$ cat src/rtl/key_pulse_pkg.sv
// Shared types and default parameters for the pushbutton pulse source.
package key_pulse_pkg;

  typedef enum logic [1:0] {
    IDLE,
    PRESS_WAIT,
    PRESSED,
    RELEASE_WAIT
  } deb_state_e;

  localparam int DEF_SYNC_STAGES      = 2;
  localparam int DEF_DEBOUNCE_CYCLES  = 1_000_000;
  localparam int DEF_IRQ_EVERY        = 10;
  localparam int DEF_IRQ_PULSE_CYCLES = 4;

endpackage

$ cat src/rtl/key_debounce.sv
// Synchronizer plus debounce FSM for one active-low pushbutton.
//   state        | meaning
//   IDLE         | key released and stable
//   PRESS_WAIT   | key seen low, counting stable-low cycles
//   PRESSED      | press accepted, strobe already issued
//   RELEASE_WAIT | key seen high, counting stable-high cycles
module key_debounce
  import key_pulse_pkg::*;
#(
  parameter int SYNC_STAGES     = DEF_SYNC_STAGES,
  parameter int DEBOUNCE_CYCLES = DEF_DEBOUNCE_CYCLES
) (
  input  logic clk,
  input  logic reset,
  input  logic key_n,
  output logic press
);

  localparam int CNT_W = $clog2(DEBOUNCE_CYCLES);
  // Entering a wait state counts as the first stable cycle, so the last is D-2.
  localparam logic [CNT_W-1:0] CNT_LAST = CNT_W'(DEBOUNCE_CYCLES - 2);

  logic [SYNC_STAGES-1:0] sync_q, sync_d;
  logic                   synced;
  deb_state_e             state_q, state_d;
  logic [CNT_W-1:0]       cnt_q, cnt_d;
  logic                   press_q, press_d;

  assign sync_d = {sync_q[SYNC_STAGES-2:0], key_n};
  assign synced = sync_q[SYNC_STAGES-1];

  always_ff @(posedge clk or posedge reset) begin
    if (reset) begin
      sync_q  <= '1;
      state_q <= IDLE;
      cnt_q   <= '0;
      press_q <= 1'b0;
    end else begin
      sync_q  <= sync_d;
      state_q <= state_d;
      cnt_q   <= cnt_d;
      press_q <= press_d;
    end
  end

  always_comb begin
    state_d = state_q;
    cnt_d   = '0;
    unique case (state_q)
      IDLE: begin
        if (!synced) state_d = PRESS_WAIT;
      end
      PRESS_WAIT: begin
        if (synced)                 state_d = IDLE;
        else if (cnt_q == CNT_LAST) state_d = PRESSED;
        else                        cnt_d   = cnt_q + CNT_W'(1);
      end
      PRESSED: begin
        if (synced) state_d = RELEASE_WAIT;
      end
      RELEASE_WAIT: begin
        if (!synced)                state_d = PRESSED;
        else if (cnt_q == CNT_LAST) state_d = IDLE;
        else                        cnt_d   = cnt_q + CNT_W'(1);
      end
      default: state_d = IDLE;
    endcase
  end

  always_comb begin
    press_d = (state_q == PRESS_WAIT) && !synced && (cnt_q == CNT_LAST);
  end

  assign press = press_q;

endmodule

$ cat src/rtl/key_pulse_source.sv
// Two debounced pushbuttons feeding the upcounter: a count pulse per press
// and an IRQ pulse from a dedicated key or every N-th counted press.
module key_pulse_source
  import key_pulse_pkg::*;
#(
  parameter int SYNC_STAGES      = DEF_SYNC_STAGES,
  parameter int DEBOUNCE_CYCLES  = DEF_DEBOUNCE_CYCLES,
  parameter int IRQ_EVERY        = DEF_IRQ_EVERY,
  parameter int IRQ_PULSE_CYCLES = DEF_IRQ_PULSE_CYCLES
) (
  input  logic clk,
  input  logic reset,
  input  logic key_count_n,
  input  logic key_irq_n,
  output logic counter_pulse,
  output logic irq_pulse,
  output logic [$clog2((IRQ_EVERY > 2) ? IRQ_EVERY : 2)-1:0] press_count
);

  localparam int PC_W  = $clog2((IRQ_EVERY > 2) ? IRQ_EVERY : 2);
  localparam int TMR_W = $clog2(IRQ_PULSE_CYCLES + 1);
  localparam logic [PC_W-1:0]  PC_LAST     = PC_W'(IRQ_EVERY - 1);
  localparam logic [TMR_W-1:0] TMR_LOAD    = TMR_W'(IRQ_PULSE_CYCLES);
  localparam bit               PERIODIC_EN = (IRQ_EVERY != 0);

  logic             cnt_press, irq_press;
  logic             periodic_trig;
  logic             cp_q, cp_d;
  logic             irq_q, irq_d;
  logic [PC_W-1:0]  pc_q, pc_d;
  logic [TMR_W-1:0] tmr_q, tmr_d;

  key_debounce #(
    .SYNC_STAGES    (SYNC_STAGES),
    .DEBOUNCE_CYCLES(DEBOUNCE_CYCLES)
  ) u_deb_count (
    .clk  (clk),
    .reset(reset),
    .key_n(key_count_n),
    .press(cnt_press)
  );

  key_debounce #(
    .SYNC_STAGES    (SYNC_STAGES),
    .DEBOUNCE_CYCLES(DEBOUNCE_CYCLES)
  ) u_deb_irq (
    .clk  (clk),
    .reset(reset),
    .key_n(key_irq_n),
    .press(irq_press)
  );

  always_ff @(posedge clk or posedge reset) begin
    if (reset) begin
      cp_q  <= 1'b0;
      irq_q <= 1'b0;
      pc_q  <= '0;
      tmr_q <= '0;
    end else begin
      cp_q  <= cp_d;
      irq_q <= irq_d;
      pc_q  <= pc_d;
      tmr_q <= tmr_d;
    end
  end

  always_comb begin
    periodic_trig = 1'b0;
    pc_d          = pc_q;
    if (cnt_press) begin
      if (PERIODIC_EN && (pc_q == PC_LAST)) begin
        pc_d          = '0;
        periodic_trig = 1'b1;
      end else begin
        pc_d = pc_q + PC_W'(1);
      end
    end
  end

  // Any trigger (or both at once) reloads the timer, so a running pulse is extended, never restarted.
  always_comb begin
    if (periodic_trig || irq_press) tmr_d = TMR_LOAD;
    else if (tmr_q != '0)           tmr_d = tmr_q - TMR_W'(1);
    else                            tmr_d = '0;
    irq_d = (tmr_d != '0);
    cp_d  = cnt_press;
  end

  assign counter_pulse = cp_q;
  assign irq_pulse     = irq_q;
  assign press_count   = pc_q;

endmodule

$ cat config.mk
export PLATFORM = sky130hd
export DESIGN_NAME = key_pulse_source
export DESIGN_NICKNAME = d
export VERILOG_FILES = /design/src/rtl/key_pulse_pkg.sv /design/src/rtl/key_debounce.sv /design/src/rtl/key_pulse_source.sv
export SDC_FILE = /design/constraint.sdc
export NUM_CORES = 1
export LEC_CHECK = 0
export CAP_MARGIN = 40
export CORE_UTILIZATION = 30
export CTS_BUF_LIST = sky130_fd_sc_hd__clkbuf_4 sky130_fd_sc_hd__clkbuf_8
export CTS_CLUSTER_DIAMETER = 30
export DETAILED_ROUTE_END_ITERATION = 12
export PLACE_DENSITY = 0.44
export SLEW_MARGIN = 20
export SYNTH_ARGS = -nofsm -noshare
export SYNTH_HDL_FRONTEND = slang
export SYNTH_SLANG_ARGS = --single-unit
$ cat constraint.sdc
create_clock -name clk -period 1.93 [get_ports clk]
set_input_delay 0.4825 -clock clk [delete_from_list [all_inputs] [get_ports clk]]
set_output_delay 0.4825 -clock clk [all_outputs]
set_load 0.01 [all_outputs]
==> impl_metrics.py, run 1 <==
metrics = {
    "clock_tree": {
        "post-cts-setup-buffers": 0,
        "root_buffer": "clkbuf_8",
        "insertion_delay_ns": 0.33,
        "cts-hold-fix-buffers": 0,
        "clkTransAtPathRegs_ns": 0.06,
        "clockBufferDepth": 2,
        "cts_tree": "built",
        "htreeDepth": 3,
        "cts.sinks": 59,
        "numCtsBuffers": 9,
    },
    "routing": {
        "vias": 2028,
        "post_drt_wl_per_cell_um": 12.9,
        "drtIter0Drc": 78,
        "routed_wl_um": 5310,
        "drtAntennaViolNets": 0,
        "drc": 0,
        "drt_pass1_iterations": 4,
        "post_drt_via_cell_ratio": 4.93,
    },
    "floorplan": {
        "io_pins": 10,
        "die_w_um": 99.4,
        "start_util": 0.309,
        "rows": 35,
        "die_height_um": 99.4,
        "die_area_um2": 9880,
        "core-area_um2": 9200,
    },
    "power": {
        "p_sw_frac": 0.222,
        "seqPwrFrac": 0.522,
        "p_sw_mw": 0.535,
        "power_density_nw_per_um2": 725,
        "power.total_mw": 2.41,
        "p_leak_nw": 1.40,
        "p_int_mw": 1.88,
        "power_frac_clock": 0.446,
        "pwr-share-comb": 0.032,
        "vdd_drop_max_uv": 314,
    },
    "synthesis": {
        "synth_cell_type_count": 47,
        "synth_area_per_cell_um2": 10.4,
        "synthesis.nets": 284,
        "synth_ff_type": "dfrtp_1",
        "ys_seq_area_frac": 0.521,
        "synthTopCellsByCount": "55 x dfrtp_1, 30 x nor2_1, 19 x xor2_1, 16 x nand2_1, 15 x nand3_1",
        "synth-edff-count": 0,
        "ys_ff_latch": 59,
        "synth_top_area_frac": 0.484,
        "yosysMostFrequentCell": "dfrtp_1",
        "synth_area_leaders": "dfrtp_1 48%, xor2_1 5.8%, nor2_1 4.0%",
        "synth_area_um2": 2850,
        "async_reset_ff_frac": 1.00,
        "netlist_instances": 274,
        "yosys_warnings": 0,
        "synth_largest_area_cell": "dfrtp_1",
    },
    "setup_path": {
        "critical_path.cell_chain": "clkdlybuf4s50_1",
        "crit_type": "reg2out",
        "crit_fanout": 7,
        "r2r_start": "u_deb_irq.cnt_q[0]",
        "critPathCaptureType": "primary output",
        "worstPathArrival_ns": 1.35,
        "cp_slowest_cell": "clkdlybuf4s50_1",
        "crit_family": "buffers and inverters",
        "critPathMaxStageDelay_ns": 0.57,
        "start_kind": "flop",
        "crit_buf_inv": 1,
        "worstSetupStartpoint": "press_count[1]",
        "worstPathRequired_ns": 1.45,
    },
    "sta": {
        "finalCriticalPeriod_ns": 1.83,
        "skew_ns": 0.0102,
        "setup_slack_ns": 0.0977,
        "setup_viol": 0,
        "fmax_mhz": 546,
        "min_period_over_period": 0.949,
        "worstMarginPinSlew_ns": 0.389,
        "relSlewSlack": 0.740,
        "slew_violations": 0,
        "final_hold_viol_count": 0,
    },
    "finish": {
        "nNetsFinal": 305,
        "instances_no_fill": 411,
        "drive_gt1_frac": 0.157,
        "syn2layout_area_growth_pct": 16.8,
        "diodes": 0,
    },
    "global_route": {
        "grt_pass1_vias": 2031,
        "antenna_found_initial": 0,
        "grt_pass1_wl_um": 9550,
        "grt_max_degree": 31,
        "grt_usage": 0.124,
        "overflow": 0,
    },
    "status": {
        "outcome": "finished, final reports clean",
    },
    "flow_run": {
        "maxCapViolations": 0,
    },
    "place": {
        "post-place-cells": 395,
        "port_buffers": 9,
        "dp_hpwl_um": 3670,
        "dp_slack_ns": 0.0487,
        "gp_congestion": 0.743,
    },
    "min_path": {
        "hp-start": "u_deb_irq.sync_q[0]",
        "min_path_type": "reg2reg",
    },
}
==> worst paths after layout <==
kind / to / slack [ns] / depth (start not counted)
max in group asynchronous: u_deb_irq.sync_q[0] / 0.97 / 3
min in group asynchronous: u_deb_irq.cnt_q[3] / 0.48 / 2
setup / recovery: press_count[1] / 0.1 / 1
hold / removal: u_deb_irq.sync_q[1] / 0.36 / 0
setup reg to reg: flop / 0.13 / 7
hold reg to reg: u_deb_irq.sync_q[1] / 0.36 / 0
==> area by class of cell <==
cell class                 instances  area, um2
timing repair buffer              19        190
fill                             925       5870
multi-input combinational        195       1280
clock buffer                      14        180
sequential                        59       1480
clock inverter                     2       10.0
tap                              111        139
inverter                          11       45.0
==> flip-flops by register name, summed over array words and instances (netlist names), 2 cells and up, named ones only <==
signal              count
u_deb_irq.sync_q        2
tmr_q                   3
press_count             4
u_deb_irq.cnt_q        20
u_deb_count.cnt_q      20
u_deb_count.sync_q      2
==> logic make-up after synthesis <==
kind of cell               count (synthesis)  share of synthesized area
AOI/OAI and AO/OA                         37                     0.0814
xor gates and xnor gates                  27                     0.0831
adders and majority gates                  6                     0.0264
buffers and inverters                     20                     0.0347
DFF                                       59                      0.521
muxes                                      1                    0.00352
and+or+nand+nor                          124                      0.250
==> timing repair <==
item,in CTS,in global routing
setup endpoints to repair,0,20
resized for setup,0,4
hold endpoints to repair,0,0
==> layer usage <==
metal,vias up,GRT usage,share of wire
met4,0,0.0781,0.027
met3,11,0.0274,0.025
met5,-,0,0
met1,981,0.166,0.51
met2,31,0.182,0.44
li1,1005,-,-
==> placed cells by master (no fill, tap or decap), drive strengths merged, types with 4 or more instances in the layout <==
master,instances
dfrtp,55
nor2,30
xor2,19
nand2,16
nand3,16
a21oi,14
clkbuf,14
nand4,14
inv,10
o21ai,10
buf,10
clkdlybuf4s50,9
or3,9
xnor2,8
o31ai,6
or4,6
ha,6
nor3,5
and4,5
dfstp,4
or2,4
==> metrics by stage <==
step / cell area, um2 / setup TNS, ns / hold WS (ns) / utilization
final: 3320 / 0 / 0.358 / 0.361
after global routing: 3320 / -0.0297 / 0.365 / 0.361
after CTS: 3310 / 0 / 0.360 / 0.360
after detailed placement: 3120 / 0 / 0.351 / 0.339
after global placement: 3120 / 0 / 0.345 / 0.339
after floorplan: 2850 / 0 / 0.345 / -
==> power groups by stage <==
stage                     combinational, mW  clock (mW)  sequential, mW
after floorplan                      0.0452           0            1.28
after global placement               0.0810           0            1.28
after detailed placement             0.0816           0            1.28
after CTS                            0.0819        1.12            1.26
after global routing                 0.0905        1.17            1.26
final                                0.0770        1.07            1.26
(Power assumes the default switching activity.)
==> run 2: changes to the inputs <==
- CORE_UTILIZATION: 30 -> 45
- PLACE_DENSITY: 0.44 -> 0.61
==> run 2 against run 1 <==
Net effect: power up 1.6%; sequential share of layout area increased by 0.63 points; flip-flop and latch count did not move; clock skew shrank 0.0011 ns; die area down 33%; critical endpoint unchanged; non-clock buffer count stayed put; wire length shrank 1.5%; worst hold slack better by 0.0021 ns; setup slack improved by 0.022 ns; register-to-register slack barely moved.
==> impl_metrics.py, run 2 (same netlist as run 1, synthesis figures left out) <==
metrics = {
    "power": {
        "power_frac_clock": 0.455,
        "p_leak_nw": 1.40,
        "p_sw_mw": 0.533,
        "p_int_mw": 1.92,
        "pwr-share-comb": 0.031,
        "power_density_nw_per_um2": 748,
        "vdd_drop_max_uv": 388,
        "seqPwrFrac": 0.514,
        "p_sw_frac": 0.218,
    },
    "global_route": {
        "antenna_found_initial": 0,
        "overflow": 0,
        "grt_pass1_wl_um": 9030,
        "grt_usage": 0.181,
        "grt_pass1_vias": 2013,
        "grt_max_degree": 37,
    },
    "floorplan": {
        "io_pins": 10,
        "die_area_um2": 6640,
        "die_w_um": 81.5,
        "rows": 28,
        "core-area_um2": 6030,
        "start_util": 0.472,
        "die_height_um": 81.5,
    },
    "clock_tree": {
        "insertion_delay_ns": 0.33,
        "cts_tree": "built",
        "clkTransAtPathRegs_ns": 0.06,
        "root_buffer": "clkbuf_8",
        "numCtsBuffers": 9,
        "cts-hold-fix-buffers": 0,
        "cts.sinks": 59,
        "clockBufferDepth": 2,
        "htreeDepth": 3,
    },
    "finish": {
        "syn2layout_area_growth_pct": 15.2,
        "final_core_util": 0.544,
        "nNetsFinal": 305,
        "final_common_cell": "dfrtp_1",
        "nFillCells": 530,
        "regArea_um2": 1480,
        "final_cell_mix": "54 x dfrtp_1, 30 x nor2_1, 19 x xor2_1, 16 x nand2_1, 15 x nand3_1",
        "multi_input_area_um2": 1270,
        "drive_gt1_frac": 0.150,
        "diodes": 0,
    },
    "sta": {
        "worstMarginPinSlew_ns": 0.385,
        "fmax_mhz": 552,
        "slew_violations": 0,
        "finalCriticalPeriod_ns": 1.81,
        "min_period_over_period": 0.938,
        "tns_ns": 0,
        "setup_viol": 0,
        "skew_ns": 0.00906,
        "rsz0062_at_grt": "no",
        "final_hold_viol_count": 0,
        "relSlewSlack": 0.741,
    },
    "setup_path": {
        "critPathCaptureType": "primary output",
        "start_kind": "flop",
        "crit_fanout": 7,
        "crit_buf_inv": 1,
        "critPathMaxStageDelay_ns": 0.57,
        "crit_family": "buffers and inverters",
        "cp_slowest_cell": "clkdlybuf4s50_1",
        "crit_type": "reg2out",
        "worstPathArrival_ns": 1.33,
        "critical_path.cell_chain": "clkdlybuf4s50_1",
        "worstPathRequired_ns": 1.45,
    },
    "routing": {
        "drt_pass1_iterations": 4,
        "vias": 2034,
        "drc": 0,
        "post_drt_via_cell_ratio": 5.42,
        "drtAntennaViolNets": 0,
        "drtIter0Drc": 90,
        "routed_wl_um": 5230,
        "post_drt_wl_per_cell_um": 13.9,
    },
    "min_path": {
        "min_path_type": "reg2reg",
    },
    "place": {
        "dp_hpwl_um": 3570,
        "gp_congestion": 0.826,
        "port_buffers": 9,
    },
    "flow_run": {
        "maxCapViolations": 0,
    },
    "status": {
        "outcome": "finished, final reports clean",
    },
}
[run 2: stage by stage]
| stage | area (um2) | hold WS, ns | power [mW] | worst slack, ns | instances |
|---|---|---|---|---|---|
| after floorplan | 2850 | 0.345 | 1.33 | 0.163 | 274 |
| after global placement | 3070 | 0.346 | 1.36 | 0.114 | 358 |
| after detailed placement | 3070 | 0.351 | 1.36 | 0.0773 | 358 |
| after CTS | 3270 | 0.361 | 2.49 | 0.0598 | 374 |
| after global routing | 3280 | 0.365 | 2.55 | 0.0139 | 375 |
| final | 3280 | 0.360 | 2.45 | 0.120 | 375 |
[run 2: layout make-up]
| type | count | share of cell area |
|---|---|---|
| flip-flops and latches | 59 | 0.452 |
| multi-input cells | 195 | 0.387 |
| repair buffers | 19 | 0.0580 |
| clock buffers | 11 | 0.0443 |
| well taps | 75 | 0.0286 |
| clock inverters | 5 | 0.0160 |
| inverters | 11 | 0.0137 |
[run 2: power by group through the flow]
stage	sequential, mW	combinational (mW)	clock [mW]
detailed placement	1.28	0.0787	0
global placement	1.28	0.0774	0
global route	1.26	0.0876	1.20
floorplan	1.28	0.0452	0
CTS	1.26	0.0791	1.15
finish	1.26	0.0751	1.11
[run 2: timing repair]
| action | 4_1_cts | 5_1_grt |
|---|---|---|
| hold endpoints to repair | 0 | 0 |
| endpoints found under the setup margin | 0 | 20 |
| setup buffers | 0 | 1 |
| gates resized for setup | 0 | 2 |
[run 2: final timing paths]
kind / start / to / slack, ns / cells after the start
setup / recovery: press_count[1] / press_count[1] / 0.12 / 1
hold / removal: u_deb_irq.sync_q[0] / u_deb_irq.sync_q[1] / 0.36 / 0
setup reg to reg: u_deb_irq.cnt_q[1] / u_deb_irq.cnt_q[18] / 0.13 / 5
hold reg to reg: u_deb_irq.sync_q[0] / u_deb_irq.sync_q[1] / 0.36 / 0
max in group asynchronous: reset / u_deb_irq.sync_q[0] / 0.95 / 3
min in group asynchronous: reset / counter_pulse / 0.45 / 2
[run 2: per-layer routing]
metal	wire length (um)	up-vias	GRT usage
met5	0	-	0
met4	98	0	0.0982
met3	178	9	0.0367
met2	2370	35	0.286
met1	2580	987	0.233
li1	-	1003	-
